$ cat config.mk
export PLATFORM = sky130hd
export DESIGN_NAME = dmem_access_ctrl
export DESIGN_NICKNAME = d
export VERILOG_FILES = /design/src/rtl/dmem_access_ctrl.sv
export SDC_FILE = /design/constraint.sdc
export NUM_CORES = 1
export LEC_CHECK = 0
export CAP_MARGIN = 20
export CORE_MARGIN = 2
export CORE_UTILIZATION = 44
export CTS_BUF_LIST = sky130_fd_sc_hd__clkbuf_16
export CTS_CLUSTER_SIZE = 10
export DETAILED_ROUTE_END_ITERATION = 8
export PLACE_DENSITY = 0.89
export SETUP_SLACK_MARGIN = 0.4
export SYNTH_ARGS = -nofsm -noshare
export SYNTH_HDL_FRONTEND = slang
export SYNTH_SLANG_ARGS = --single-unit
$ cat constraint.sdc
create_clock -name clk_i -period 3.57 [get_ports clk_i]
set_input_delay 1.071 -clock clk_i [delete_from_list [all_inputs] [get_ports clk_i]]
set_output_delay 1.071 -clock clk_i [all_outputs]
set_load 0.005 [all_outputs]
$ cat src/rtl/dmem_access_ctrl.sv
// MEM-stage sequencer for a multi-cycle data memory: one req/ack transaction per
// load/store, pipeline stall while it is outstanding, error pulse on misalignment or timeout.
module dmem_access_ctrl #(
  parameter int unsigned ADDR_W   = 32,
  parameter int unsigned DATA_W   = 32,
  parameter int unsigned MAX_WAIT = 255
) (
  input  logic              clk_i,
  input  logic              rst_n_i,
  input  logic              MemRead_i,
  input  logic              MemWrite_i,
  input  logic [ADDR_W-1:0] addr_i,
  input  logic [DATA_W-1:0] wdata_i,
  output logic              mem_req_o,
  output logic              mem_we_o,
  output logic [ADDR_W-1:0] mem_addr_o,
  output logic [DATA_W-1:0] mem_wdata_o,
  input  logic              mem_ack_i,
  input  logic [DATA_W-1:0] mem_rdata_i,
  output logic [DATA_W-1:0] rdata_o,
  output logic              stall_o,
  output logic              err_o
);

  typedef enum logic [1:0] {
    IDLE,
    WAIT,
    DONE
  } state_e;

  localparam logic [7:0] LAST_WAIT = 8'(MAX_WAIT - 1);

  state_e              state_q, state_d;
  logic [7:0]          cnt_q, cnt_d;
  logic                req_q, req_d;
  logic                we_q, we_d;
  logic [ADDR_W-1:0]   addr_q, addr_d;
  logic [DATA_W-1:0]   wdata_q, wdata_d;
  logic [DATA_W-1:0]   rdata_q, rdata_d;
  logic                err_q, err_d;

  always_comb begin
    state_d = state_q;
    cnt_d   = cnt_q;
    req_d   = 1'b0;
    we_d    = we_q;
    addr_d  = addr_q;
    wdata_d = wdata_q;
    rdata_d = rdata_q;
    err_d   = 1'b0;
    stall_o = 1'b0;
    unique case (state_q)
      IDLE: begin
        stall_o = MemRead_i | MemWrite_i;
        if ((MemRead_i ^ MemWrite_i) && (addr_i[1:0] == 2'b00)) begin
          we_d    = MemWrite_i;
          addr_d  = addr_i;
          wdata_d = wdata_i;
          cnt_d   = '0;
          req_d   = 1'b1;
          state_d = WAIT;
        end else if (MemRead_i | MemWrite_i) begin
          err_d   = 1'b1;
          state_d = DONE;
        end
      end
      WAIT: begin
        stall_o = 1'b1;
        // ack has priority over the timeout in the final wait cycle
        if (mem_ack_i) begin
          if (!we_q) rdata_d = mem_rdata_i;
          state_d = DONE;
        end else if (cnt_q == LAST_WAIT) begin
          err_d   = 1'b1;
          state_d = DONE;
        end else begin
          cnt_d = cnt_q + 8'd1;
          req_d = 1'b1;
        end
      end
      DONE: state_d = IDLE;
      default: state_d = IDLE;
    endcase
  end

  always_ff @(posedge clk_i or negedge rst_n_i) begin
    if (!rst_n_i) begin
      state_q <= IDLE;
      cnt_q   <= '0;
      req_q   <= 1'b0;
      we_q    <= 1'b0;
      addr_q  <= '0;
      wdata_q <= '0;
      rdata_q <= '0;
      err_q   <= 1'b0;
    end else begin
      state_q <= state_d;
      cnt_q   <= cnt_d;
      req_q   <= req_d;
      we_q    <= we_d;
      addr_q  <= addr_d;
      wdata_q <= wdata_d;
      rdata_q <= rdata_d;
      err_q   <= err_d;
    end
  end

  assign mem_req_o   = req_q;
  assign mem_we_o    = we_q;
  assign mem_addr_o  = addr_q;
  assign mem_wdata_o = wdata_q;
  assign rdata_o     = rdata_q;
  assign err_o       = err_q;

endmodule

==> results of run 1 <==
-- through the flow --
step | setup WS [ns] | hold slack (ns)
2_1_floorplan | 1.040 | 0.4364
3_3_place_gp | 0.07784 | 0.4575
3_5_place_dp | 0.06056 | 0.4740
4_1_cts | 0.4117 | 0.4895
5_1_grt | 0.4371 | 0.4997
6_report | 0.5128 | 0.4841
-- worst max-delay path by stage --
stage                    from  endpoint  cells after the start
floorplan           MemRead_i   stall_o                      3
global placement    MemRead_i   stall_o                      5
detailed placement  MemRead_i   stall_o                      5
CTS                 MemRead_i   stall_o                      5
global route        MemRead_i   stall_o                      5
finish              MemRead_i   stall_o                      5
-- worst reg2reg max path, cell delays in order (launching register included) --
cell and delay [ns]:
dfrtp_1 0.42, inv_1 0.08, ha_1 0.15, nand3_1 0.13, o21ai_2 0.52, nand2_1 0.20, a31oi_1 0.20
-- power groups by stage --
stage / combinational (mW) / sequential [mW] / clock, mW
after global routing: 1.97 / 2.11 / 0.935
after detailed placement: 1.85 / 2.06 / 0
final: 1.83 / 2.04 / 0.863
after floorplan: 0.512 / 2.07 / 0
after global placement: 1.80 / 2.02 / 0
after CTS: 1.86 / 2.05 / 0.892
-- metal layers --
metal | track usage | part of all wire | wire length, um
met1 | 0.2051 | 0.37 | 3758
met2 | 0.3459 | 0.52 | 5202
met3 | 0.05695 | 0.089 | 903
met4 | 0.08718 | 0.022 | 226
met5 | 0 | 0 | 0
-- kinds of logic (layout without fill, tap and decap cells) --
group,count (synthesis),after routing,share of synthesized area
buf+inv,17,224,0.03127
compound gates,18,18,0.02630
flops,109,109,0.6371
simple gates,34,34,0.04734
xor+xnor,1,1,0.002046
fa+ha+maj,3,3,0.008768
mux,94,94,0.2472
-- final cells by class --
type                       instances  share of cell area
clock inverter                     6            0.003958
inverter                           5            0.002827
timing repair buffer             204              0.3087
clock buffer                       9             0.03392
sequential                       109              0.4109
tap                              133             0.02507
multi-input combinational        150              0.2147
-- placed cells by master, fill, tap and decap left out, types with 3 or more instances in the layout --
cell               n
dfrtp_1          109
nor2_1             5
nand2_1            6
clkdlybuf4s50_1  198
nand3_1            8
a21oi_1            4
mux2_2            94
inv_1              9
clkbuf_16          9
o21ai_0            7
buf_4              3
-- Yosys cell counts (all sizes together) (3+ instances only) --
master / n
a21oi: 4
buf: 12
dfrtp: 109
ha: 3
inv: 5
mux2: 94
nand2: 7
nand3: 8
nor2: 5
nor3b: 3
o21ai: 8
-- flip-flops by register name, summed over array words and instances, names as in the netlist --
name / cells
cnt_q: 8
rdata_o: 32
mem_addr_o: 32
mem_wdata_o: 32
mem_we_o: 1
mem_req_o: 1
state_q: 2
err_o: 1
-- timing repair --
action	CTS	global route
pin swaps	1	0
gates cloned	0	0
resized for setup	4	1
setup endpoints to repair	1	1
==> impl_results.md, run 1 <==
* Status: finished, final reports clean
* CP max FO at 3
* Setup violators final at 0
* Worst path arrival time at 1.99 ns
* Asr flop ratio synth at 1.000
* Vias at approximately 3000
* Pint at 3.530 mW
* Clk_lat worst skew at 0.34 ns
* IO buf count at 200
* Die area at 10540 um2
* Final Cycle Share at 0.8564
* Multi-input combinational cell area at 1425 um2
* I/O Pins at 201
* HP Start: mem_addr_o[0]$_DFFE_PN0P_
* Post-synthesis sequential area ratio at 0.6371
* Worst reg-to-reg setup slack at 1.79 ns
* Primary FF master, synth: dfrtp_1
* Worst-Margin Slew at 0.6593 ns
* Clk slew on worst S/H paths at 0.06 ns
* Post-Syn Instances at 276
* Clock Sinks at roughly 110
* Worst Path Required at 2.50 ns
* H-tree depth at 3
* Highest clock rate at approximately 0.33 GHz
* Mapped Area at 4282 um2
* Die width at 102.6 um
* Largest net degree at the start of global routing at 58
* Fill cells at just under 700
* Critical Path End Type: output pin
* Synth top area cells: dfrtp_1 64%, mux2_2 25%, buf_6 2.1%
* Mapped Nets at 380
* Final ANT Viol Nets at 0
* CP delay by family, top: buffers and inverters
* Setup Fix Bufs, Post-CTS at 0
* Total core area at 9594 um2
* Root Buffer: clkbuf_16
* Library cells used by synthesis at 30
* Register bit total from synthesis at 109
* Worst hold path depth at 1
* Combinational share of power at 0.387
* Worst path max stage delay at 0.46 ns
* R2r endpoint: cnt_q[6]$_DFFE_PN0P_
* Synth top area share at 0.6371
* Crit path kind: input pin to output pin
* Vias per inst at between 4 and 5
* Max Root-Sink Buffers at 2
* Critical Path Slowest Stage Cell: clkdlybuf4s50_1
* Hold Path Class: register to register
* Final hold violations at 0
* Antenna cells at 0
* Yosys warnings at 0
* Initial Util at 0.4463
* Total congestion overflow at 0
* CTS tree: done
* RSZ-0062 raised after global routing: false
* Tot Pwr at between 4 and 5 mW
* Min Clock Period, post-route at 3.057 ns
* Initial antenna violation count at 0
* Area leader, netlist: dfrtp_1
* DP Area at about 6400 um2
* Worst VDD drop at 427.8 uV
* Final Cell Area at 6639 um2
* First-pass GRT wire length at 15370 um
* Final wirelength at 10090 um
* Worst R2R Path Depth at 6
* Leakage at 2.809 nW
* All-layer global routing usage at 0.1911
* # rows at 36
* Sequential power share at 0.431
* Number of global-route vias before repair at 3240
* Hold-fix buffers at CTS at 0
* Slew Viols, Final at 0
* GP Congestion at 0.7670
* Dpl cells at 601
* CP Launch Type: input pin
* Critical R2R Launch: cnt_q[0]$_DFFE_PN0P_
* Slew headroom at 0.5605
* Number of max-capacitance violations reported at 0
* Area growth syn-to-layout at 55.06%
* Cts bufs inserted at 9
* Clock network power share at 0.182
* Share of layout cells above drive strength 1 at 0.2464
* Post-DP HPWL at between 7000 and 8000 um
* Buf/Inv on CP at 3
* Worst Skew at 0.006826 ns
* Sequential Area at about 2700 um2
* Nets at approximately 580
* Post-Syn Area per Cell at 15.51 um2
* Post-synth EDFFs at 0
* 1st-iter DRT viols at 55
* PD cells at 713.1 nW/um2
* Finished Core Util at 0.6920
* # DRC at 0
* Psw at 1.204 mW
* Hold path endpoint: mem_addr_o[0]$_DFFE_PN0P_
* Switching Share at 0.2543
* Die H at about 100 um
* Ordered cell list for the critical path: clkdlybuf4s50_1, inv_1, ha_2, a21oi_1, buf_2
* DR WL/cell at 16.38 um
* First-pass DRT Iterations at 3
* Total negative slack at 0 ns
* Post-route insts no fill at 616
No activity file was read; power rests on OpenSTA's default activity.
==> run 2: changes to the inputs <==
--- a/config.mk
+++ b/config.mk
@@ -5,14 +5,12 @@
 export SDC_FILE = /design/constraint.sdc
 export NUM_CORES = 1
 export LEC_CHECK = 0
-export CAP_MARGIN = 20
 export CORE_MARGIN = 2
 export CORE_UTILIZATION = 44
 export CTS_BUF_LIST = sky130_fd_sc_hd__clkbuf_16
 export CTS_CLUSTER_SIZE = 10
 export DETAILED_ROUTE_END_ITERATION = 8
 export PLACE_DENSITY = 0.89
-export SETUP_SLACK_MARGIN = 0.4
 export SYNTH_ARGS = -nofsm -noshare
 export SYNTH_HDL_FRONTEND = slang
 export SYNTH_SLANG_ARGS = --single-unit
==> impl_results.md, run 2 (synthesized netlist as in run 1, its figures left out) <==
* Slew headroom at 0.5606 (about the same)
* Highest clock rate at 0.3204 GHz (-2.1%)
* Area growth syn-to-layout at 55.17% (about the same)
* Worst-Margin Slew at 0.6592 ns (-0.0001115 ns)
* Slew Viols, Final at 0 (unchanged)
* Commonest non-fill, non-tap cell in the layout: clkdlybuf4s50_1
* Worst path max stage delay at 0.46 ns (about the same)
* Initial Util at 0.4463 (unchanged)
* Post-route insts no fill at 616 (unchanged)
* Fill cells at 691 (+0.14%)
* Finished Core Util at 0.6925 (about the same)
* Die H at 102.6 um (unchanged)
* Ordered cell list for the critical path: clkdlybuf4s50_1, inv_1, ha_1, a21oi_1, dlymetal6s2s_1
* RSZ-0062 raised after global routing: false
* Root Buffer: clkbuf_16
* Crit path kind: input pin to output pin
* Worst hold path depth at 1 (unchanged)
* Worst reg-to-reg setup slack at 1.78 ns (about the same)
* R2r endpoint: cnt_q[6]$_DFFE_PN0P_
* First-pass DRT Iterations at 3 (unchanged)
* Status: finished, final reports clean
* Worst VDD drop at 427.8 uV (unchanged)
* IO buf count at 200 (unchanged)
* # DRC at 0 (unchanged)
* # rows at 36 (unchanged)
* Vias at 2994 (-0.13%)
* Die width at 102.6 um (unchanged)
* 1st-iter DRT viols at 50 (-9.1%)
* All-layer global routing usage at 0.1913 (about the same)
* First-pass GRT wire length at 15390 um (about the same)
* Final hold violations at 0 (unchanged)
* Worst path arrival time at 2.05 ns (+0.06 ns)
* Cts bufs inserted at 9 (unchanged)
* Worst Path Required at 2.50 ns (about the same)
* Setup violators final at 0 (unchanged)
* Clk slew on worst S/H paths at 0.06 ns (about the same)
* Hold path endpoint: mem_addr_o[0]$_DFFE_PN0P_
* Final Cycle Share at 0.8743 (+0.01797)
* Dpl cells at 601 (unchanged)
* I/O Pins at 201 (unchanged)
* Clock Sinks at 109 (unchanged)
* Critical Path End Type: output pin
* Total negative slack at 0 ns (unchanged)
* PD cells at 712.7 nW/um2 (about the same)
* CP max FO at 3 (unchanged)
* Leakage at 2.820 nW (+0.40%)
* Share of layout cells above drive strength 1 at 0.2422 (-0.004141)
* DR WL/cell at 16.39 um (about the same)
* Nets at 583 (unchanged)
* Most frequent cells in the layout: 198 x clkdlybuf4s50_1, 109 x dfrtp_1, 94 x mux2_2, 9 x inv_1, 9 x clkbuf_16
* Post-DP HPWL at 7606 um (unchanged)
* Vias per inst at 4.860 (-0.13%)
* Critical R2R Launch: cnt_q[0]$_DFFE_PN0P_
* CP Launch Type: input pin
* Worst Skew at 0.006550 ns (-0.0002768 ns)
* Critical Path Slowest Stage Cell: clkdlybuf4s50_1
* Antenna cells at 0 (unchanged)
* Largest net degree at the start of global routing at 58 (unchanged)
* HP Start: mem_addr_o[0]$_DFFE_PN0P_
* Initial antenna violation count at 0 (unchanged)
* GP Congestion at 0.7670 (unchanged)
* Min Clock Period, post-route at 3.121 ns (+0.06414 ns)
* Final wirelength at 10100 um (about the same)
* Hold Path Class: register to register
* Die area at 10540 um2 (unchanged)
* Worst R2R Path Depth at 6 (unchanged)
* CTS tree: done
* Number of global-route vias before repair at 3246 (+0.19%)
* Total congestion overflow at 0 (unchanged)
* Hold-fix buffers at CTS at 0 (unchanged)
* Final ANT Viol Nets at 0 (unchanged)
* Total core area at 9594 um2 (unchanged)
* Max Root-Sink Buffers at 2 (unchanged)
* H-tree depth at 3 (unchanged)
* Worst Setup SP: MemRead_i
* Number of max-capacitance violations reported at 0 (unchanged)
* Clk_lat worst skew at 0.34 ns (about the same)
## run 2: through the flow
step	hold slack, ns	setup slack [ns]	cell area, um2	power [mW]
global placement	0.4575	0.07784	6390	3.813
CTS	0.4895	0.05987	6641	4.803
global route	0.4997	0.3896	6644	5.015
floorplan	0.4364	1.040	4282	2.583
detailed placement	0.4740	0.06056	6390	3.917
finish	0.4841	0.4486	6644	4.735
## run 2: worst max-delay path by stage
stage	slack, ns	cells past startpoint	to
6_report	0.45	5	stall_o
4_1_cts	0.06	5	stall_o
3_5_place_dp	0.06	5	stall_o
2_1_floorplan	1.04	3	stall_o
5_1_grt	0.39	5	stall_o
3_3_place_gp	0.08	5	stall_o
## run 2: worst max-delay path, delay by kind of cell
kind | cells | cell delay (ns)
AO/OA/AOI/OAI | 1 | 0.13
buffers and inverters | 3 | 0.63
adder cells (fa/ha/maj) | 1 | 0.21
## run 2: final cells by class
type / count / area, um2 / area share
flip-flops and latches: 109 / 2728 / 0.4105
clock buffers: 9 / 225.2 / 0.03390
inverters: 5 / 18.77 / 0.002825
clock inverters: 6 / 26.28 / 0.003955
repair buffers: 204 / 2057 / 0.3096
well taps: 133 / 166.4 / 0.02505
multi-input cells: 150 / 1423 / 0.2141
## run 2: routing by layer
layer	vias up	GRT usage	routed length (um)
met4	0	0.08718	226
met1	1473	0.2051	3770
met2	134	0.3464	5198
met5	-	0	0
met3	18	0.05695	903
li1	1369	-	-
## run 2: what timing repair did
item / 4_1_cts / 5_1_grt
setup endpoints to repair: 0 / 1
setup buffers: 0 / 0
gates resized for setup: 0 / 1
## run 2: power by group
group          switching (mW)  total [mW]  internal [mW]
Clock                   0.406       0.863          0.457
Sequential              0.287        2.04           1.75
Combinational           0.511        1.83           1.32
==> run 3: changes to the inputs <==
--- a/config.mk
+++ b/config.mk
@@ -6,11 +6,11 @@
 export NUM_CORES = 1
 export LEC_CHECK = 0
 export CORE_MARGIN = 2
-export CORE_UTILIZATION = 44
-export CTS_BUF_LIST = sky130_fd_sc_hd__clkbuf_16
+export CORE_UTILIZATION = 46
+export CTS_BUF_LIST = sky130_fd_sc_hd__clkbuf_4
 export CTS_CLUSTER_SIZE = 10
 export DETAILED_ROUTE_END_ITERATION = 8
-export PLACE_DENSITY = 0.89
+export PLACE_DENSITY = 0.92
 export SYNTH_ARGS = -nofsm -noshare
 export SYNTH_HDL_FRONTEND = slang
 export SYNTH_SLANG_ARGS = --single-unit
==> impl_results.md, run 3 (synthesized netlist as in run 1, its figures left out) <==
* IO buf count at 200 (unchanged)
* Clk_lat worst skew at 0.42 ns (+0.08 ns)
* Final hold violations at 0 (unchanged)
* First-pass GRT wire length at 15440 um (+0.31%)
* Share of layout cells above drive strength 1 at 0.2567 (+0.01444)
* Worst reg-to-reg setup slack at 1.78 ns (about the same)
* Antenna cells at 0 (unchanged)
* Worst R2R Path Depth at 6 (unchanged)
* Clock Sinks at 109 (unchanged)
* Area growth syn-to-layout at 51.96%
* Post-route insts no fill at 598 (-2.9%)
* Status: finished, final reports clean
* Slew Viols, Final at 0 (unchanged)
* Number of global-route vias before repair at 3110 (-4.2%)
* Highest clock rate at 0.3186 GHz (-0.55%)
* Largest net degree at the start of global routing at 63 (+8.6%)
* Die width at 100.5 um (-2.1%)
* H-tree depth at 3 (unchanged)
* DP Area at 6385 um2 (about the same)
* Post-DP HPWL at 7288 um (-4.2%)
* Finished Core Util at 0.7109 (+0.01838)
* Hold-fix buffers at CTS at 0 (unchanged)
* CP delay by family, top: buffers and inverters
* Final wirelength at 9565 um (-5.3%)
* Die H at 100.5 um (-2.1%)
* Initial Util at 0.4678 (+0.02154)
* Worst Skew at 0.01339 ns (+0.006843 ns)
* Crit path kind: input pin to output pin
* Fill cells at 621 (-10%)
* 1st-iter DRT viols at 71 (+42%)
* Setup violators final at 0 (unchanged)
* Total congestion overflow at 0 (unchanged)
* Commonest non-fill, non-tap cell in the layout: clkdlybuf4s50_1
* Total negative slack at 0 ns (unchanged)
* Min Clock Period, post-route at 3.139 ns (+0.01723 ns)
* RSZ-0062 raised after global routing: false
* Total core area at 9153 um2 (-4.6%)
* PD cells at 673.8 nW/um2 (-5.5%)
* Vias per inst at 4.918 (+1.2%)
* Worst hold path depth at 1 (unchanged)
* Ordered cell list for the critical path: clkdlybuf4s50_1, inv_1, ha_1, a21oi_1, dlymetal6s2s_1
* Die area at 10100 um2 (-4.2%)
* Most frequent cells in the layout: 198 x clkdlybuf4s50_1, 109 x dfrtp_1, 94 x mux2_2, 11 x clkbuf_4, 8 x nand3_1
* Hold Path Class: register to register
* Nets at 586 (+0.51%)
* Critical R2R Launch: cnt_q[0]$_DFFE_PN0P_
* Worst-Margin Slew at 0.7872 ns (+0.1280 ns)
* Hold path endpoint: cnt_q[6]$_DFFE_PN0P_
* Cts bufs inserted at 9 (unchanged)
* # rows at 35 (-2.8%)
* Critical Path End Type: output pin
* CP max FO at 2 (-1)
* Final Cell Area at 6506 um2 (-2.1%)
* Buf/Inv on CP at 3 (unchanged)
* # DRC at 0 (unchanged)
* Worst Path Required at 2.50 ns (about the same)
* Initial antenna violation count at 0 (unchanged)
* Final ANT Viol Nets at 0 (unchanged)
* Dpl cells at 582 (-3.2%)
* Worst path arrival time at 2.07 ns (+0.02 ns)
* Final Cycle Share at 0.8792 (+0.004827)
* Slew headroom at 0.4752 (-0.08536)
* DR WL/cell at 15.99 um (-2.4%)
* Leakage at 2.761 nW (-2.1%)
* GP Congestion at 0.7555 (-1.5%)
* Clk slew on worst S/H paths at 0.16 ns (+0.10 ns)
* Vias at 2941 (-1.8%)
* First-pass DRT Iterations at 4 (+1)
* R2r endpoint: cnt_q[6]$_DFFE_PN0P_
* CTS tree: done
* Root Buffer: clkbuf_4
* HP Start: cnt_q[6]$_DFFE_PN0P_
* All-layer global routing usage at 0.1954 (+0.004097)
* Critical Path Slowest Stage Cell: clkdlybuf4s50_1
* CP Launch Type: input pin
* Worst VDD drop at 387.1 uV (-9.5%)
* I/O Pins at 201 (unchanged)
* Number of max-capacitance violations reported at 0 (unchanged)
* Worst path max stage delay at 0.46 ns (about the same)
* Tot Pwr at 4.384 mW (-7.4%)
* Max Root-Sink Buffers at 2 (unchanged)
run 3: worst reg2reg max path: cells and delay by family (launching register included):
| kind | cells | cell delay (ns) |
|---|---|---|
| buffers and inverters | 1 | 0.08 |
| and+or+nand+nor | 2 | 0.33 |
| DFF | 1 | 0.45 |
| adders and majority gates | 1 | 0.14 |
| AOI/OAI and AO/OA | 2 | 0.73 |
run 3: what timing repair did:
| action | CTS | global route |
|---|---|---|
| buffers inserted | 0 | 0 |
| endpoints found under the setup margin | 0 | 1 |
| gates resized for setup | 0 | 1 |
run 3: power by group:
group / leakage [nW] / internal (mW) / switching [mW]
clock network: 0.0611 / 0.161 / 0.384
logic: 1.37 / 1.32 / 0.498
registers: 1.33 / 1.75 / 0.274
total: 2.76 / 3.23 / 1.16
run 3: metal layers:
metal / global-route usage / wire length, um / up-vias
li1: - / - / 1380
met1: 0.2407 / 3798 / 1411
met2: 0.3299 / 4803 / 132
met3: 0.05479 / 739 / 18
met4: 0.07165 / 223 / 0
met5: 0 / 0 / -
run 3: worst max-delay path by stage:
| stage | slack (ns) | endpoint | cells after the start | startpoint |
|---|---|---|---|---|
| after floorplan | 1.04 | stall_o | 3 | MemRead_i |
| after global placement | 0.06 | stall_o | 5 | MemRead_i |
| after detailed placement | 0.04 | stall_o | 5 | MemRead_i |
| after CTS | 0.03 | stall_o | 5 | MemRead_i |
| after global routing | 0.37 | stall_o | 5 | MemRead_i |
| final | 0.43 | stall_o | 5 | MemRead_i |
run 3: area by class of cell:
cell class / count / area (um2) / area share
Clock inverter: 5 / 36.28 / 0.005577
Sequential cell: 109 / 2728 / 0.4192
Inverter: 5 / 18.77 / 0.002885
Tap cell: 111 / 138.9 / 0.02135
Timing Repair Buffer: 207 / 2079 / 0.3196
Multi-Input combinational cell: 150 / 1423 / 0.2187
Clock buffer: 11 / 82.58 / 0.01269
run 3: metrics by stage:
step / worst slack (ns) / hold slack, ns
2_1_floorplan: 1.040 / 0.4364
3_3_place_gp: 0.05780 / 0.4611
3_5_place_dp: 0.04204 / 0.4659
4_1_cts: 0.03071 / 0.4864
5_1_grt: 0.3744 / 0.5121
6_report: 0.4314 / 0.4827
